### src/rtl/multicycle_sequencer.sv
// Multicycle FETCH/DECODE/EXEC/MEM/WB control sequencer with memory-ready timeout supervision.
// Optional retired-instruction counter enabled by defining PERF_CNT_EN.
module multicycle_sequencer #(
  parameter int MEM_TIMEOUT = 16,
  parameter int CNT_W       = 32
) (
  input  logic             clk,
  input  logic             rst_n,
  input  logic             run,
  input  logic             imem_ready,
  input  logic             dmem_ready,
  input  logic [1:0]       op,
  input  logic             reg_write_d,
  input  logic             mem_write_d,
  input  logic             mem_reg_d,
  input  logic             pc_src_d,
  input  logic             flag_write_d,
  input  logic             no_write_d,
  input  logic             cond_pass,
  output logic             imem_req,
  output logic             ir_en,
  output logic             pc_en,
  output logic             pc_sel,
  output logic             reg_we,
  output logic             dmem_req,
  output logic             dmem_we,
  output logic             flag_we,
  output logic             retired,
  output logic [2:0]       state,
  output logic             fault,
  output logic [CNT_W-1:0] instr_count
);

  typedef enum logic [2:0] {
    S_IDLE   = 3'd0,
    S_FETCH  = 3'd1,
    S_DECODE = 3'd2,
    S_EXEC   = 3'd3,
    S_MEM    = 3'd4,
    S_WB     = 3'd5,
    S_FAULT  = 3'd7
  } state_e;

  localparam int WAIT_W = (MEM_TIMEOUT > 0) ? $clog2(MEM_TIMEOUT + 1) : 1;
  localparam logic [WAIT_W-1:0] WAIT_LIM = WAIT_W'(MEM_TIMEOUT);

  state_e              state_q, state_d;
  logic [WAIT_W-1:0]   wait_q, wait_d, wait_inc_s;
  logic [1:0]          op_q;
  logic                reg_write_q, mem_write_q, mem_reg_q, pc_src_q, flag_write_q, no_write_q;
  logic                timeout_s, retire_s;

  assign wait_inc_s = wait_q + WAIT_W'(1);
  // The wait that would bring the count up to the limit is the one that faults.
  assign timeout_s  = (MEM_TIMEOUT > 0) && (wait_inc_s == WAIT_LIM);

  // Next-state and strobe decode; ready/cond inputs act combinationally in their states.
  always_comb begin
    state_d  = state_q;
    wait_d   = wait_q;
    imem_req = 1'b0;
    ir_en    = 1'b0;
    pc_en    = 1'b0;
    pc_sel   = 1'b0;
    reg_we   = 1'b0;
    dmem_req = 1'b0;
    dmem_we  = 1'b0;
    flag_we  = 1'b0;
    retire_s = 1'b0;
    case (state_q)
      S_IDLE: begin
        if (run) begin
          state_d = S_FETCH;
          wait_d  = '0;
        end else begin
          state_d = S_IDLE;
        end
      end
      S_FETCH: begin
        imem_req = 1'b1;
        if (imem_ready) begin
          ir_en   = 1'b1;
          state_d = S_DECODE;
        end else if (timeout_s) begin
          state_d = S_FAULT;
        end else begin
          wait_d = wait_inc_s;
        end
      end
      S_DECODE: state_d = S_EXEC;
      S_EXEC: begin
        if (!cond_pass) begin
          pc_en    = 1'b1;
          retire_s = 1'b1;
        end else begin
          case (op_q)
            2'b00: begin
              flag_we = flag_write_q;
              state_d = S_WB;
            end
            2'b01: begin
              state_d = S_MEM;
              wait_d  = '0;
            end
            2'b10: begin
              pc_en    = 1'b1;
              pc_sel   = 1'b1;
              retire_s = 1'b1;
            end
            default: state_d = S_FAULT;
          endcase
        end
      end
      S_MEM: begin
        dmem_req = 1'b1;
        dmem_we  = mem_write_q;
        if (dmem_ready) begin
          if (mem_reg_q) begin
            state_d = S_WB;
          end else begin
            pc_en    = 1'b1;
            retire_s = 1'b1;
          end
        end else if (timeout_s) begin
          state_d = S_FAULT;
        end else begin
          wait_d = wait_inc_s;
        end
      end
      S_WB: begin
        reg_we   = reg_write_q & ~no_write_q;
        pc_en    = 1'b1;
        pc_sel   = pc_src_q;
        retire_s = 1'b1;
      end
      S_FAULT: state_d = S_FAULT;
      default: state_d = S_FAULT;
    endcase
    if (retire_s) begin
      state_d = run ? S_FETCH : S_IDLE;
      wait_d  = '0;
    end else begin
      wait_d = wait_d;
    end
  end

  // State, wait counter and decode capture registers.
  always_ff @(posedge clk or negedge rst_n) begin
    if (!rst_n) begin
      state_q      <= S_IDLE;
      wait_q       <= '0;
      op_q         <= 2'b00;
      reg_write_q  <= 1'b0;
      mem_write_q  <= 1'b0;
      mem_reg_q    <= 1'b0;
      pc_src_q     <= 1'b0;
      flag_write_q <= 1'b0;
      no_write_q   <= 1'b0;
    end else begin
      state_q <= state_d;
      wait_q  <= wait_d;
      if (state_q == S_DECODE) begin
        op_q         <= op;
        reg_write_q  <= reg_write_d;
        mem_write_q  <= mem_write_d;
        mem_reg_q    <= mem_reg_d;
        pc_src_q     <= pc_src_d;
        flag_write_q <= flag_write_d;
        no_write_q   <= no_write_d;
      end
    end
  end

  assign retired = retire_s;
  assign state   = state_q;
  assign fault   = (state_q == S_FAULT);

`ifdef PERF_CNT_EN
  logic [CNT_W-1:0] cnt_q;

  // Retired-instruction counter, wraps naturally at 2^CNT_W.
  always_ff @(posedge clk or negedge rst_n) begin
    if (!rst_n) begin
      cnt_q <= '0;
    end else if (retire_s) begin
      cnt_q <= cnt_q + CNT_W'(1);
    end
  end

  assign instr_count = cnt_q;
`else
  assign instr_count = '0;
`endif

endmodule

### config.mk
export PLATFORM = sky130hd
export DESIGN_NAME = multicycle_sequencer
export DESIGN_NICKNAME = d
export VERILOG_FILES = /design/src/rtl/multicycle_sequencer.sv
export SDC_FILE = /design/constraint.sdc
export NUM_CORES = 1
export LEC_CHECK = 0
export CAP_MARGIN = 10
export CORE_ASPECT_RATIO = 0.9
export CORE_UTILIZATION = 25
export CTS_CLUSTER_SIZE = 20
export DETAILED_ROUTE_END_ITERATION = 8
export GPL_TIMING_DRIVEN = 0
export HOLD_SLACK_MARGIN = 0.08
export PLACE_DENSITY = 0.5
export SLEW_MARGIN = 20
export SYNTH_ARGS = -nofsm -noshare
export SYNTH_HDL_FRONTEND = slang
export SYNTH_SLANG_ARGS = --single-unit
### constraint.sdc
create_clock -name clk -period 1.55 [get_ports clk]
set_clock_uncertainty 0.15 [all_clocks]
set_input_delay 0.155 -clock clk [delete_from_list [all_inputs] [get_ports clk]]
set_output_delay 0.155 -clock clk [all_outputs]
set_load 0.05 [all_outputs]
==> flow_metrics.tcl <==
set metrics [dict create \
    fin_crit_ns 1.99 \
    clk_latency_ns 0.26 \
    cts_tree "built" \
    switching_share 0.458 \
    p_per_area_nw_per_um2 2020 \
    critPathTopFamily "buffers and inverters" \
    hp-class "in2async" \
    seq_area_frac_synth 0.284 \
    synth_xor_area_frac 0.00622 \
    slew_headroom 0.463 \
    max_stage_delay_ns 0.41 \
    worstPathMaxFanout 4 \
    grt_pass1_wl_um 5810 \
    status "finished, violations left" \
    wl_met2_um 1670 \
    dr.max_layer_used "met4" \
    antenna_found_initial 0 \
    synth_cells 159 \
    synth_warnings 0 \
    synth_fa_ha_area_frac 0.00888 \
    finalCritPeriodShare 1.28 \
    failed_checks "setup timing" \
    ys_types 41 \
    grt_overflow 0 \
    wl_met1_um 1740 \
    wl_met3_um 229 \
    die_area_sq_um 5940 \
    port_buffers 26 \
    hold_viol 0 \
    slowest_stage "dfrtp_2" \
    synth-edff-count 0 \
    final_antenna_net_count 0 \
    drv_slew 0 \
    nNetsFinal 269 \
    die_h_um 73.2 \
    rsz0062_at_grt "true" \
    final_layout_size_suffix_gt1_frac 0.534 \
    h-tree-depth 1 \
    vdd_drop_max_mv 1.30 \
    crit_required_ns 1.24 \
    initial_core_util 0.263 \
    async_flop_share 1.00 \
    fp.coreArea_sq_um 5350 \
    p_clk_frac 0.077 \
    syn_avg_cell_area_sq_um 8.86 \
    netSwitchingPower_uw 2330 \
    placementRows 25 \
    p_leak_uw 0.00118 \
    fin_ws_ns -0.437 \
    path_cells "buf_6 -> nand3b_4 -> nor2_4 -> a221oi_4 -> inv_4 -> buf_8 -> buf_8" \
    vias 1383 \
    grt_max_degree 17 \
    gp_congestion 0.804 \
    die_w_um 81.1 \
    drt_wl_total_um 3690 \
    antennaDiodeCount 0 \
    synth_compound_area_frac 0.202 \
    ys_ff_latch 16 \
    setup_tns_ns -5.16 \
    internal-power_uw 2760 \
    cts_buffers 3 \
    synth_top_family_by_area "buffers and inverters" \
    worstMarginPinSlew_ns 0.803 \
    fill_cells 496 \
    route.detailed.drc 0 \
    clk_pin_slew_ns 0.07 \
    vias_per_cell 4.32 \
    setup_violations 25 \
    dpl.hpwl_um 2360 \
    ctsLongestPathBuffers 2 \
    firstDrtPassIters 5 \
    p_total_uw 5090 \
    cp_num_buf_inv 4 \
    start_kind "flop" \
    drt_iter0_drc 67 \
    synthSimpleGateAreaFrac 0.211 \
    grt_usage 0.129 \
    crit_type "reg2out" \
    synth_area_sq_um 1410 \
    syn2layout_area_growth_pct 78.3 \
    muxShareOfSynthArea 0.0702 \
    wl_per_cell_um 11.5 \
    synth_ff_type "dfrtp_1" \
    cts.sinks 16 \
    p_seq_frac 0.149 \
    combPwrFrac 0.774 \
    end_kind "output pin" \
    ff2ff_setup_slack_ns -0.31 \
    fmax_ghz 0.503 \
    critPathArrivalTime_ns 1.68 \
    clockRootBuffer "clkbuf_8" \
    cap_violations 0 \
    pin_count 59 \
    grt_pass1_vias 1220 \
    cpMostUsedCell "buf_8" \
]
-- routing by layer --
metal	track usage	up-vias
met3	0.0238	9
met1	0.181	639
met5	0	-
li1	-	680
met4	0.0516	0
met2	0.192	55
-- what timing repair did --
| action | CTS | global route |
|---|---|---|
| pin swaps | 14 | 7 |
| setup endpoints to repair | 28 | 26 |
| buffers inserted | 27 | 9 |
| hold buffers | 0 | 0 |
| endpoints found under the hold margin | 0 | 0 |
| gates resized for setup | 116 | 18 |
-- synth_stat cells (all sizes together) (2+ instances only) --
cell / instances / share of area
o31ai: 3 / 0.016
o22ai: 3 / 0.013
nor2b: 3 / 0.013
a31oi: 4 / 0.018
and4b: 2 / 0.014
nand3b: 3 / 0.025
buf: 38 / 0.20
nand2: 14 / 0.037
and2: 2 / 0.0089
o21ai: 9 / 0.035
a21oi: 9 / 0.040
nand3: 6 / 0.021
nand2b: 5 / 0.022
inv: 5 / 0.013
nor2: 13 / 0.038
dfrtp: 16 / 0.28
mux2i: 2 / 0.014
mux2: 7 / 0.056
-- path summary, 6_finish.rpt --
check,startpoint,endpoint,cells after the start
hold reg to reg,no_write_q,no_write_q,1
hold / removal,rst_n,state[0],1
setup reg to reg,state[0],wait_q[2],8
max in group asynchronous,rst_n,state[2],1
min in group clk,op[1],op_q[1],3
setup / recovery,state[2],retired,7
-- power groups by stage --
stage	Clock [uW]	Combinational [uW]	Sequential, uW
after detailed placement	0	2710	755
after global placement	0	2720	751
after floorplan	0	2030	856
final	391	3940	759
after global routing	418	4150	787
after CTS	395	3670	754
-- flip-flops by register name, summed over array words and instances, names as in the netlist --
signal        count
state             3
pc_src_q          1
wait_q            5
mem_write_q       1
mem_reg_q         1
op_q              2
flag_write_q      1
reg_write_q       1
no_write_q        1
-- cells in the final DEF, fill, tap and decap left out, drive strengths merged, types with 3 or more instances in the layout --
cell type / count
buf: 81
nor2: 13
nand3: 6
a21oi: 9
dfrtp: 16
clkdlybuf4s50: 13
conb: 32
inv: 4
nand2b: 5
nand2: 14
o21ai: 9
nand3b: 3
mux2: 7
nor2b: 3
o22ai: 3
o31ai: 3
clkbuf: 4
a31oi: 4
-- stage by stage --
stage               instances  hold WS [ns]  setup slack (ns)  instance area, sq um  utilization
global placement          283         0.335            -0.956                  1970        0.368
detailed placement        283         0.344            -0.951                  1970        0.368
floorplan                 190        -0.291            -0.430                  1620            -
global route              320         0.298            -0.516                  2510        0.470
finish                    320         0.212            -0.437                  2510        0.470
CTS                       314         0.240            -0.436                  2430        0.454
-- area by class of cell --
cell class | count | area [sq um] | share of cell area
flip-flops and latches | 16 | 407 | 0.162
well taps | 67 | 83.8 | 0.0334
inverters | 5 | 25.0 | 0.00996
repair buffers | 60 | 619 | 0.247
multi-input cells | 131 | 1010 | 0.400
plain buffers | 37 | 317 | 0.126
clock buffers | 4 | 55.1 | 0.0219
-- cell families (layout without fill, tap and decap cells) --
| kind of cell | Yosys count | after routing |
|---|---|---|
| AND/OR/NAND/NOR | 52 | 52 |
| flip-flops | 16 | 16 |
| XOR/XNOR | 1 | 1 |
| multiplexers | 9 | 9 |
| other | 1 | 32 |
| AO/OA/AOI/OAI | 36 | 36 |
| adder cells (fa/ha/maj) | 1 | 1 |
| buffers and inverters | 43 | 106 |
Power figures use the tool's default switching activity.
